**src/rtl/double_to_float.sv**
```systemverilog
// double_to_float
//   Converts one IEEE-754 binary64 operand to binary32 using
//   round-to-nearest, ties-to-even. Conversions are handled one at a time
//   under a stb/ack handshake on each side.
//
// Ports
//   clk           rising-edge clock
//   rst           asynchronous active-high reset
//   input_a       binary64 operand
//   input_a_stb   upstream: input_a is valid
//   input_a_ack   block is ready to take input_a
//   output_z      binary32 result
//   output_z_stb  output_z is valid
//   output_z_ack  downstream accepts output_z
module double_to_float (
    input  logic        clk,
    input  logic        rst,
    input  logic [63:0] input_a,
    input  logic        input_a_stb,
    output logic        input_a_ack,
    output logic [31:0] output_z,
    output logic        output_z_stb,
    input  logic        output_z_ack
);

    typedef enum logic [2:0] {
        GET_A,
        UNPACK,
        SPECIAL,
        DENORM,
        ROUND,
        PACK,
        PUT_Z
    } state_t;

    state_t             state_q, state_d;
    logic [63:0]        a_q, a_d;
    logic               s_q, s_d;
    logic [10:0]        eraw_q, eraw_d;
    logic [51:0]        f_q, f_d;
    logic signed [11:0] exp_q, exp_d;
    logic [23:0]        m_q, m_d;
    logic               g_q, g_d;
    logic               r_q, r_d;
    logic               st_q, st_d;
    logic               special_q, special_d;
    logic [31:0]        z_q, z_d;
    logic               ack_q, ack_d;
    logic               stb_q, stb_d;

    logic [52:0]        sig;
    logic [7:0]         biased;

    assign input_a_ack  = ack_q;
    assign output_z_stb = stb_q;
    assign output_z     = z_q;

    // Significand with the hidden one restored.
    assign sig    = {1'b1, f_q};
    // Only evaluated when exp_q is within [-126,127], so the low byte of the
    // biased exponent is exact.
    assign biased = exp_q[7:0] + 8'd127;

    always_ff @(posedge clk or posedge rst) begin
        if (rst) begin
            state_q   <= GET_A;
            a_q       <= 64'h0;
            s_q       <= 1'b0;
            eraw_q    <= 11'h0;
            f_q       <= 52'h0;
            exp_q     <= 12'sd0;
            m_q       <= 24'h0;
            g_q       <= 1'b0;
            r_q       <= 1'b0;
            st_q      <= 1'b0;
            special_q <= 1'b0;
            z_q       <= 32'h0;
            ack_q     <= 1'b0;
            stb_q     <= 1'b0;
        end else begin
            state_q   <= state_d;
            a_q       <= a_d;
            s_q       <= s_d;
            eraw_q    <= eraw_d;
            f_q       <= f_d;
            exp_q     <= exp_d;
            m_q       <= m_d;
            g_q       <= g_d;
            r_q       <= r_d;
            st_q      <= st_d;
            special_q <= special_d;
            z_q       <= z_d;
            ack_q     <= ack_d;
            stb_q     <= stb_d;
        end
    end

    always_comb begin
        state_d   = state_q;
        a_d       = a_q;
        s_d       = s_q;
        eraw_d    = eraw_q;
        f_d       = f_q;
        exp_d     = exp_q;
        m_d       = m_q;
        g_d       = g_q;
        r_d       = r_q;
        st_d      = st_q;
        special_d = special_q;
        z_d       = z_q;
        ack_d     = 1'b0;
        stb_d     = 1'b0;

        case (state_q)
            GET_A: begin
                ack_d = 1'b1;
                if (input_a_stb && ack_q) begin
                    a_d     = input_a;
                    ack_d   = 1'b0;
                    state_d = UNPACK;
                end
            end

            UNPACK: begin
                s_d     = a_q[63];
                eraw_d  = a_q[62:52];
                f_d     = a_q[51:0];
                exp_d   = $signed({1'b0, a_q[62:52]}) - 12'sd1023;
                state_d = SPECIAL;
            end

            // Special results are parked in z and walked through PACK so the
            // special path has a fixed three-cycle latency.
            SPECIAL: begin
                special_d = 1'b1;
                state_d   = PACK;
                if (eraw_q == 11'h7FF && f_q != 52'h0) begin
                    z_d = {s_q, 8'hFF, 1'b1, 22'h0};
                end else if (eraw_q == 11'h7FF) begin
                    z_d = {s_q, 8'hFF, 23'h0};
                end else if (eraw_q == 11'h0) begin
                    z_d = {s_q, 31'h0};
                end else if (exp_q > 12'sd127) begin
                    z_d = {s_q, 8'hFF, 23'h0};
                end else if (exp_q < -12'sd150) begin
                    z_d = {s_q, 31'h0};
                end else begin
                    special_d = 1'b0;
                    m_d       = sig[52:29];
                    g_d       = sig[28];
                    r_d       = sig[27];
                    st_d      = |sig[26:0];
                    state_d   = DENORM;
                end
            end

            // One bit per clock until the exponent reaches the subnormal
            // floor; bits falling off the round position fold into sticky.
            DENORM: begin
                if (exp_q < -12'sd126) begin
                    m_d   = {1'b0, m_q[23:1]};
                    g_d   = m_q[0];
                    r_d   = g_q;
                    st_d  = st_q | r_q;
                    exp_d = exp_q + 12'sd1;
                end else begin
                    state_d = ROUND;
                end
            end

            ROUND: begin
                if (g_q && (r_q || st_q || m_q[0])) begin
                    if (m_q == 24'hFFFFFF) begin
                        m_d   = 24'h800000;
                        exp_d = exp_q + 12'sd1;
                    end else begin
                        m_d = m_q + 24'd1;
                    end
                end
                state_d = PACK;
            end

            PACK: begin
                if (!special_q) begin
                    if (exp_q > 12'sd127) begin
                        z_d = {s_q, 8'hFF, 23'h0};
                    end else if (exp_q == -12'sd126 && !m_q[23]) begin
                        z_d = {s_q, 8'h00, m_q[22:0]};
                    end else begin
                        z_d = {s_q, biased, m_q[22:0]};
                    end
                end
                stb_d   = 1'b1;
                state_d = PUT_Z;
            end

            PUT_Z: begin
                if (output_z_ack) begin
                    ack_d   = 1'b1;
                    state_d = GET_A;
                end else begin
                    stb_d = 1'b1;
                end
            end

            default: begin
                state_d = GET_A;
            end
        endcase
    end

endmodule
```
**config.mk**
```make
export PLATFORM = sky130hd
export DESIGN_NAME = double_to_float
export DESIGN_NICKNAME = d
export VERILOG_FILES = /design/src/rtl/double_to_float.sv
export SDC_FILE = /design/constraint.sdc
export NUM_CORES = 1
export LEC_CHECK = 0
export BUFFER_PORTS_ARGS = -buffer_cell sky130_fd_sc_hd__buf_2
export CORE_ASPECT_RATIO = 0.9
export CORE_UTILIZATION = 48
export DETAILED_ROUTE_END_ITERATION = 6
export PLACE_DENSITY = 0.79
export SYNTH_ARGS = -nofsm -noshare
export SYNTH_HDL_FRONTEND = slang
export SYNTH_SLANG_ARGS = --single-unit
```
**constraint.sdc**
```tcl
create_clock -name clk -period 13.5 [get_ports clk]
set_input_delay 0.675 -clock clk [delete_from_list [all_inputs] [get_ports clk]]
set_output_delay 0.675 -clock clk [all_outputs]
set_load 0.01 [all_outputs]
```
## After elaboration in Yosys (flattened, before gate mapping)

Index checks and enable logic that the tools add are counted.
W data, S select, Z words.

- Reductions and logical operators: 21
- Order comparisons: 3
- Equality and inequality tests: 22
- Divide/modulo/power cells: 0
- $mul: 0
- Shift-type cells: 0
- Multiplexer cells: 62
- Bitwise operators: 1
- $add $sub $neg: 4

Operator list:

| kind | count |
|---|---|
| $mux W24 | 8 |
| $mux W32 | 6 |
| $pmux W24 S3 | 1 |
| $pmux W32 S2 | 1 |
| $mux W31 | 2 |
| $reduce_bool A52 Y1 | 1 |
| $mux W12 | 3 |
| $pmux W12 S3 | 1 |
| $reduce_or A27 Y1 | 1 |
| $mux W1 | 26 |
| $add A24 B1 Y24 const B | 1 |
| $eq A24 B24 Y1 const B | 1 |
| $mux W3 | 8 |
| $ne A2 B2 Y1 const B | 12 |
| $pmux W3 S7 | 1 |
| $add A12 B2 Y12 const B | 1 |
| $eq A12 B8 Y1 const B | 1 |
| $gt A12 B8 Y1 const B | 1 |
| $lt A12 B8 Y1 const B | 1 |
| $lt A12 B9 Y1 const B | 1 |
| $sub A11 B10 Y12 const B | 1 |
| $eq A11 B11 Y1 const B | 1 |
| $logic_not A11 Y1 | 1 |
| $pmux W1 S2 | 5 |
| other kinds (17) | 27 |

- Register bits: 205
- RAM bits: 0
- Bits in latches: 0
- Memories kept: 0
- ROM bits: 0
- Bits of input ports: 68

## Longest topological paths before layout

Gate-level depths: netlist of the first run.

- Word-level depth: 7
- Gate-level depth with buffers: 8

## Least setup slack after synthesis of the first run

OpenSTA, ideal clock, no wires.

- Path type: reg-to-reg
- Start point: register m_q[0]
- End point: register m_q[20]
- Cell stages (with the launch flop): 7
- Buffers on the path: 0
- Clock period less this slack: 2174 ps
- Path slack: 11326 ps
- Arrival: 2109 ps
- Path through: dfrtp_1 > ha_1 > nand4_2 > or4_4 > or4_4 > a221oi_2 > a211o_1

- Cells in the longest elaborated chain, start to end: 4
- Elaborated cells between the ends (all ways): 9

Ends and longest elaborated chain:

| what | line | source |
|---|---|---|
| start: declaration | 42 | `logic [23:0] m_q, m_d;` |
| start signal: assignment | 87 | `m_q <= m_d;` |
| $add A24 B1 Y24 (tied with other cells) | 177 | `m_d = m_q + 24'd1;` |
| $mux W24 or $logic_and A1 B1 Y1 (tied branches) | 173, 172 |  |
| $mux W24 or $ne A2 B2 Y1 (tied branches) | - |  |
| $pmux W24 S3 or $reduce_and A8 Y1 (tied branches) | - |  |

Several ways; a longest one is shown, not always the timed one. The select of a mux whose other input is x is not followed.
A chain may end at the register's enable or synchronous reset.

## Worst setup path in the final report of the first run

- Start point: register state_q[2]
- End point: register m_q[0]

- Cells in the longest elaborated chain, start to end: 3
- Elaborated cells between the ends (all ways): 13

Ends and longest elaborated chain:

| what | line | source |
|---|---|---|
| start: declaration | 36 | `state_t state_q, state_d;` |
| start signal: assignment | 81 | `state_q <= state_d;` |
| $eq A3 B2 Y1 or $eq A3 B3 Y1 (tied branches) | 114 | `case (state_q)` |
| $ne A2 B2 Y1 (no source line) or $reduce_bool A3 Y1 (tied branches) | - |  |
| $reduce_and A8 Y1 (no source line) | - |  |

Several ways; a longest one is shown, not always the timed one.

==> results of run 1 <==
==> per-layer routing <==
metal	share of wire [%]	vias up	track usage, %
li1	-	3428	-
met1	45	3661	32.91
met2	43	344	32.56
met3	10	50	6.563
met4	2.0	4	5.211
met5	0.10	-	0
==> through the flow <==
step / total power (uW) / hold slack, ps / area [um^2]
finish: 2889 / 368.6 / 11380
global route: 3063 / 383.9 / 11380
CTS: 2883 / 376.0 / 11380
detailed placement: 2232 / 488.7 / 10600
global placement: 2188 / 484.5 / 10600
floorplan: 1959 / 475.0 / 10020
==> sequential cells by signal (all words and copies together), names as in the netlist <==
name,count
a_q,64
f_q,52
output_z,32
m_q,24
exp_q,12
eraw_q,11
state_q,3
g_q,1
input_a_ack,1
output_z_stb,1
r_q,1
s_q,1
special_q,1
st_q,1
==> final timing paths <==
kind / slack, ps / startpoint / depth (start not counted) / end
setup reg to reg: 10310 / state_q[2] / 5 / m_q[0]
min in group clk: 390 / input_a[22] / 2 / a_q[22]
setup / recovery: 10310 / state_q[2] / 5 / m_q[0]
hold / removal: 370 / rst / 2 / f_q[14]
max in group asynchronous: 11680 / rst / 3 / a_q[56]
hold reg to reg: 500 / a_q[25] / 1 / f_q[25]
==> where the power goes <==
group | switching (uW) | leakage, uW | internal, uW
clock network | 246 | 0.000386 | 392
logic | 563 | 0.00200 | 503
registers | 294 | 0.00255 | 892
==> placed cells by master, fill, tap and decap left out, drive strengths merged, types with 16 or more instances in the layout <==
master    n
o21ai    22
a221oi   19
mux2i    16
a21oi    22
mux2    139
inv      28
dfrtp   205
nor4     23
nor2     27
nor3     21
nand2    62
clkbuf   30
a31oi    24
buf     108
nand3    25
==> final cells by class <==
class,instances,area [um^2]
fill,1720,8853
sequential,205,5130
multi-input combinational,579,4482
clock buffer,30,641.9
timing repair buffer,108,558.0
tap,255,319.1
clock inverter,11,136.4
inverter,27,108.9
antenna,1,2.502
==> cell families (layout without fill, tap and decap cells) <==
group	count (synthesis)	count (layout)	share of synthesized area, %
other cells	0	1	0
mux	155	155	17.23
simple gates	224	224	12.25
fa+ha+maj	4	4	0.4997
flops	205	205	51.22
xor+xnor	12	12	1.049
compound gates	184	184	13.57
buf+inv	94	176	4.185
==> worst register-to-register path, delay by kind of cell (launching register included) <==
family	cells	cell delay (ps)
and+or+nand+nor	3	1570
AOI/OAI and AO/OA	1	700
DFF	1	610
muxes	1	240
==> synth_stat cells (3+ instances only) <==
master / count / area [um^2]
or4_4: 3 / 33.78
nor4_1: 20 / 125.1
dfrtp_1: 205 / 5130
o22ai_1: 7 / 43.79
a21o_1: 3 / 22.52
a211oi_1: 15 / 112.6
a221o_1: 5 / 50.05
o21ai_0: 21 / 105.1
nand3_1: 24 / 120.1
inv_1: 27 / 101.4
nor2_1: 26 / 97.59
a211o_1: 12 / 105.1
xor2_1: 9 / 78.83
o211a_1: 4 / 40.04
or4_1: 4 / 30.03
nor3_1: 21 / 105.1
nor2b_1: 6 / 37.54
mux2_2: 139 / 1565
a31oi_1: 24 / 150.1
a22oi_1: 14 / 105.1
clkbuf_1: 33 / 123.9
o31ai_1: 3 / 22.52
mux2i_1: 16 / 160.2
nand2_1: 62 / 232.7
o21a_1: 4 / 30.03
o211ai_1: 4 / 30.03
a222oi_1: 4 / 40.04
buf_2: 28 / 140.1
nand4_1: 13 / 81.33
ha_1: 4 / 50.05
xnor2_1: 3 / 26.28
and2_1: 4 / 25.02
a221oi_1: 17 / 148.9
a21oi_1: 22 / 110.1
and3_1: 13 / 81.33
and4_1: 3 / 26.28
nor3b_1: 5 / 37.54
buf_6: 3 / 33.78
a22o_1: 4 / 35.03
==> run metrics, run 1 <==
first-pass GRT wire length=38.87 mm; WP data arrival=3620 ps; Starting Density=49.51%; Fmax achieved=313.6 MHz; Max stage delay cell, worst path=or3b_2; mapped cell area=10020 um^2; Area growth, synth to finish=13.60%; worst min-delay path class=input port to async pin; setup ws final=10310 ps; asr flop ratio synth=100.0%; CTS hold repair buffers=0; Site Rows=49; Die ar.=21450 um^2; Max clock buf depth=3; DR DRC count=0; overflow left after global routing=0; register area share after synthesis=51.22%; post-place setup slack=10410 ps; vias in the first global route=7188; final setup skew=9.138 ps; initial antenna violation count=5; ys flop type=dfrtp_1; post-route antenna net violation count=0; CP required=13930 ps; DRT iter0 DRCs=758; die width=154.3 um; Root Buffer=clkbuf_16; worst-path fanout max=20; GRT Total Usage=22.39%; final hold violations=0; HPWL after DPL=15.83 mm; status=completed; Final setup viols=0; Placed Instances=1174; Syn Area/Cell=11.41 um^2; H-tree Lvls=1; Critical Path Sink Type=flop; Synth cell types=73; Leak Pwr=0.004937 uW; post-CTS setup buffer count=0; max incr delay on CP=720 ps; Die Height=139.0 um; post-layout min period=3189 ps; clock sink count=205; max_slew headroom=25.40%; CP cell instances=or3b_2 > nand3_1 > nand3_1 > a21oi_1 > mux2i_1; crit path buf inv count=0; WL final=23.76 mm; CTS tree=done; largest net degree at the start of global routing=138; boundary pin count=102; share of cells above drive strength 1=32.71%; Core Util, Final=56.24%; maximum vdd drop=140.0 uV; final slew viol count=0; Post-CTS Resized=0; Yosys reg bits=205; WS Path Type=flop to flop; port buffer count=101; clk slew on worst S/H paths=60 ps; DRT Pass-1 Iters=5; Yosys warning count=0; max cap viols=0; crit-path leading delay family=simple AND/OR/NAND/NOR gates; Final period util=23.62%; Via density=6.157; syn_nets=950; post-layout net count=1016; setup TNS=0 ps; Cell Count, Final, Fillers Out=1216; Post-synth EDFFs=0; routed length per placed instance=19.54 um; Vias=7487; synthesized instance count=878; most used cell, CP=nand3_1; Clock Latency Late Sink=510 ps; Worst-Margin Slew=1119 ps; gpl congestion=0.9123; RSZ-0062 raised after global routing=no; CTS buffer count=23; Core Footprint=20230 um^2; Worst setup SP type=flop; power per cell area=253.9 nW/um^2
No activity file was read; power rests on OpenSTA's default activity.
==> inputs of run 2 (changes only) <==
--- a/config.mk
+++ b/config.mk
@@ -5,11 +5,12 @@
 export SDC_FILE = /design/constraint.sdc
 export NUM_CORES = 1
 export LEC_CHECK = 0
+export ABC_AREA = 1
 export BUFFER_PORTS_ARGS = -buffer_cell sky130_fd_sc_hd__buf_2
 export CORE_ASPECT_RATIO = 0.9
 export CORE_UTILIZATION = 48
 export DETAILED_ROUTE_END_ITERATION = 6
-export PLACE_DENSITY = 0.79
+export PLACE_DENSITY = 0.82
 export SYNTH_ARGS = -nofsm -noshare
 export SYNTH_HDL_FRONTEND = slang
 export SYNTH_SLANG_ARGS = --single-unit
==> constraint.sdc (replaced) <==
create_clock -name clk -period 2.9 [get_ports clk]
set_input_delay 0.145 -clock clk [delete_from_list [all_inputs] [get_ports clk]]
set_output_delay 0.145 -clock clk [all_outputs]
set_load 0.01 [all_outputs]
==> run metrics, run 2 <==
status=completed; clock sink count=205 (unchanged); Synth cell types=39 (-47%); DR DRC count=0 (unchanged); RSZ-0062 raised after global routing=no; Post-CTS Resized=0 (unchanged); ys flop type=dfrtp_1; logic gate share of total power=39.4% (+2.5 points); crit-path leading delay family=simple AND/OR/NAND/NOR gates; Die Height=141.1 um (+1.5%); power per cell area=1036 nW/um^2 (+310%); Fmax achieved=434.9 MHz (+39%); routed length per placed instance=15.06 um (-23%); clk slew on worst S/H paths=60 ps (about the same); Site Rows=50 (+2.0%); CTS buffer count=22 (-4.3%); Max clock buf depth=3 (unchanged); DRT iter0 DRCs=893 (+18%); register area share after synthesis=49.72% (-1.5 points); asr flop ratio synth=100.0% (unchanged); Starting Density=49.24% (-0.27 points); Synth top area share=49.72% (-1.5 points); post-route antenna net violation count=0 (unchanged); final slew viol count=0 (unchanged); Placed Instances=1663 (+42%); post-layout net count=1539 (+51%); Root Buffer=clkbuf_16; maximum vdd drop=601.5 uV (+330%); mapped cell area=10320 um^2 (+3.0%); Max stage delay cell, worst path=nor2_1; part of the power in registers=38.1% (-2.9 points); Via density=5.191 (-16%); Post-synth EDFFs=0 (unchanged); WP data arrival=2750 ps (-870 ps); Die ar.=22090 um^2 (+3.0%); gpl congestion=0.9791 (+7.3%); WS Path Type=flop to flop; commonest non-fill, non-tap cell in the layout=nand2_1; HPWL after DPL=17.57 mm (+11%); Final period util=79.30% (+56 points); CP required=3350 ps (-10580 ps); Cell Count, Final, Fillers Out=1769 (+45%); worst-path fanout max=33 (+65%); crit path buf inv count=3 (+3); most common cell in the netlist=nand2_1; max reg flops=64 (unchanged); Critical Path Sink Type=flop; largest net degree at the start of global routing=115 (-17%); clock share of power=22.5% (+0.4 points); synthesized instance count=1320 (+50%); Largest Register=a_q; setup TNS=0 ps (unchanged); P_int=7540 uW (+320%); initial antenna violation count=0 (-5); final instance area=12460 um^2 (+9.5%); H-tree Lvls=1 (unchanged); syn_nets=1392 (+47%); Syn Area/Cell=7.817 um^2 (-31%); die width=156.6 um (+1.5%); post-synth top area cell=dfrtp_1; Core Footprint=20960 um^2 (+3.6%); final setup skew=8.981 ps (-0.1571 ps); Area growth, synth to finish=20.77%; CTS tree=done; largest cells by area after synthesis=dfrtp_1 50%, nand2_1 15%, nand3_1 5.6%, inv_1 4.9%, nor2_1 4.8%; Net Sw Power=5376 uW (+390%); worst min-delay path class=input port to flop; Worst setup SP type=flop; Core Util, Final=59.46% (+3.2 points); WHS=38.82 ps (-329.8 ps); max incr delay on CP=570 ps (-150 ps); boundary pin count=102 (unchanged); most used cell, CP=nand2_1; GRT Total Usage=25.08% (+2.7 points); share of cells above drive strength 1=14.70% (-18 points); max_slew headroom=31.88% (+6.5 points); vias in the first global route=8951 (+25%); Vias=9183 (+23%); Leak Pwr=0.006272 uW (+27%); Yosys warning count=0 (unchanged); most common library cells after synthesis=414 x nand2_1, 205 x dfrtp_1, 134 x inv_1; most frequent cells in the layout=414 x nand2_1, 205 x dfrtp_1, 133 x inv_1; DRT Pass-1 Iters=5 (unchanged); port buffer count=101 (unchanged); post-layout min period=2300 ps (-889.7 ps); diode count=0 (-1); CP cell instances=inv_1 > nand2_1 > nor2_1 > nand2_1 > buf_4 > nand3_1 > buf_4 > nand2_1 > nand2_1; switching share of total power=41.62% (+3.4 points); first-pass GRT wire length=44.53 mm (+15%); overflow left after global routing=0 (unchanged); placed cell area=11030 um^2 (+4.1%); Worst-Margin Slew=1021 ps (-98.22 ps); Yosys reg bits=205 (unchanged); Clock Latency Late Sink=520 ps (about the same); max cap viols=0 (unchanged); Final setup viols=0 (unchanged); final hold violations=0 (unchanged); WL final=26.65 mm (+12%)
## run 2: tightest hold or removal path: stages
cell,delay [ps]
buf_2,120
nand2_1,60
nand3_1,100
o31ai_1,90
## run 2: power by group through the flow
| stage | sequential [uW] | combinational, uW | clock, uW |
|---|---|---|---|
| 6_report | 4920 | 5090 | 2910 |
| 5_1_grt | 5060 | 5780 | 3060 |
| 4_1_cts | 4900 | 5020 | 2940 |
| 3_5_place_dp | 4940 | 4910 | 0 |
| 3_3_place_gp | 4880 | 4760 | 0 |
| 2_1_floorplan | 4670 | 3920 | 0 |
## run 2: logic make-up (layout without fill, tap and decap cells)
family	count (synthesis)	in the layout	share of synthesized area [%]
DFF	205	205	49.72
AOI/OAI and AO/OA	163	163	8.670
muxes	37	37	4.026
xor gates and xnor gates	9	9	0.7640
and+or+nand+nor	706	706	28.63
buffers and inverters	196	359	7.712
adders and majority gates	4	4	0.4850
## run 2: cell type report
| type | count | area, um^2 |
|---|---|---|
| Clock buffer | 29 | 626.9 |
| Clock inverter | 11 | 141.4 |
| Fill cell | 1794 | 8496 |
| Inverter | 142 | 539.3 |
| Multi-Input combinational cell | 919 | 4400 |
| Sequential cell | 205 | 5130 |
| Tap cell | 286 | 357.8 |
| Timing Repair Buffer | 177 | 1266 |
## run 2: per-layer routing
layer | global-route usage, % | wire length [um] | vias to the layer above
li1 | - | - | 4516
met1 | 35.42 | 12120 | 4253
met2 | 39.80 | 11940 | 367
met3 | 4.611 | 1966 | 47
met4 | 6.502 | 622 | 0
met5 | 0 | 0 | -
## run 2: what timing repair did
item	in CTS	in global routing
buffers inserted	0	0
hold buffers	66	0
hold endpoints to repair	270	0
## run 2: path summary, 6_finish.rpt
check / startpoint / to / slack, ps / cells past startpoint
setup / recovery: state_q[1] / output_z[3] / 600 / 9
hold / removal: input_a_stb / input_a_ack / 40 / 4
setup reg to reg: state_q[1] / output_z[3] / 600 / 9
hold reg to reg: f_q[20] / f_q[20] / 470 / 2
max in group asynchronous: rst / a_q[0] / 2030 / 4
min in group asynchronous: rst / m_q[22] / 370 / 4
## run 2: stage by stage
stage / total power, uW / setup slack [ps]
4_1_cts: 12850 / 636.6
3_5_place_dp: 9851 / 653.5
5_1_grt: 13910 / 357.8
3_3_place_gp: 9643 / 687.2
6_report: 12920 / 600.4
2_1_floorplan: 8593 / 96.73
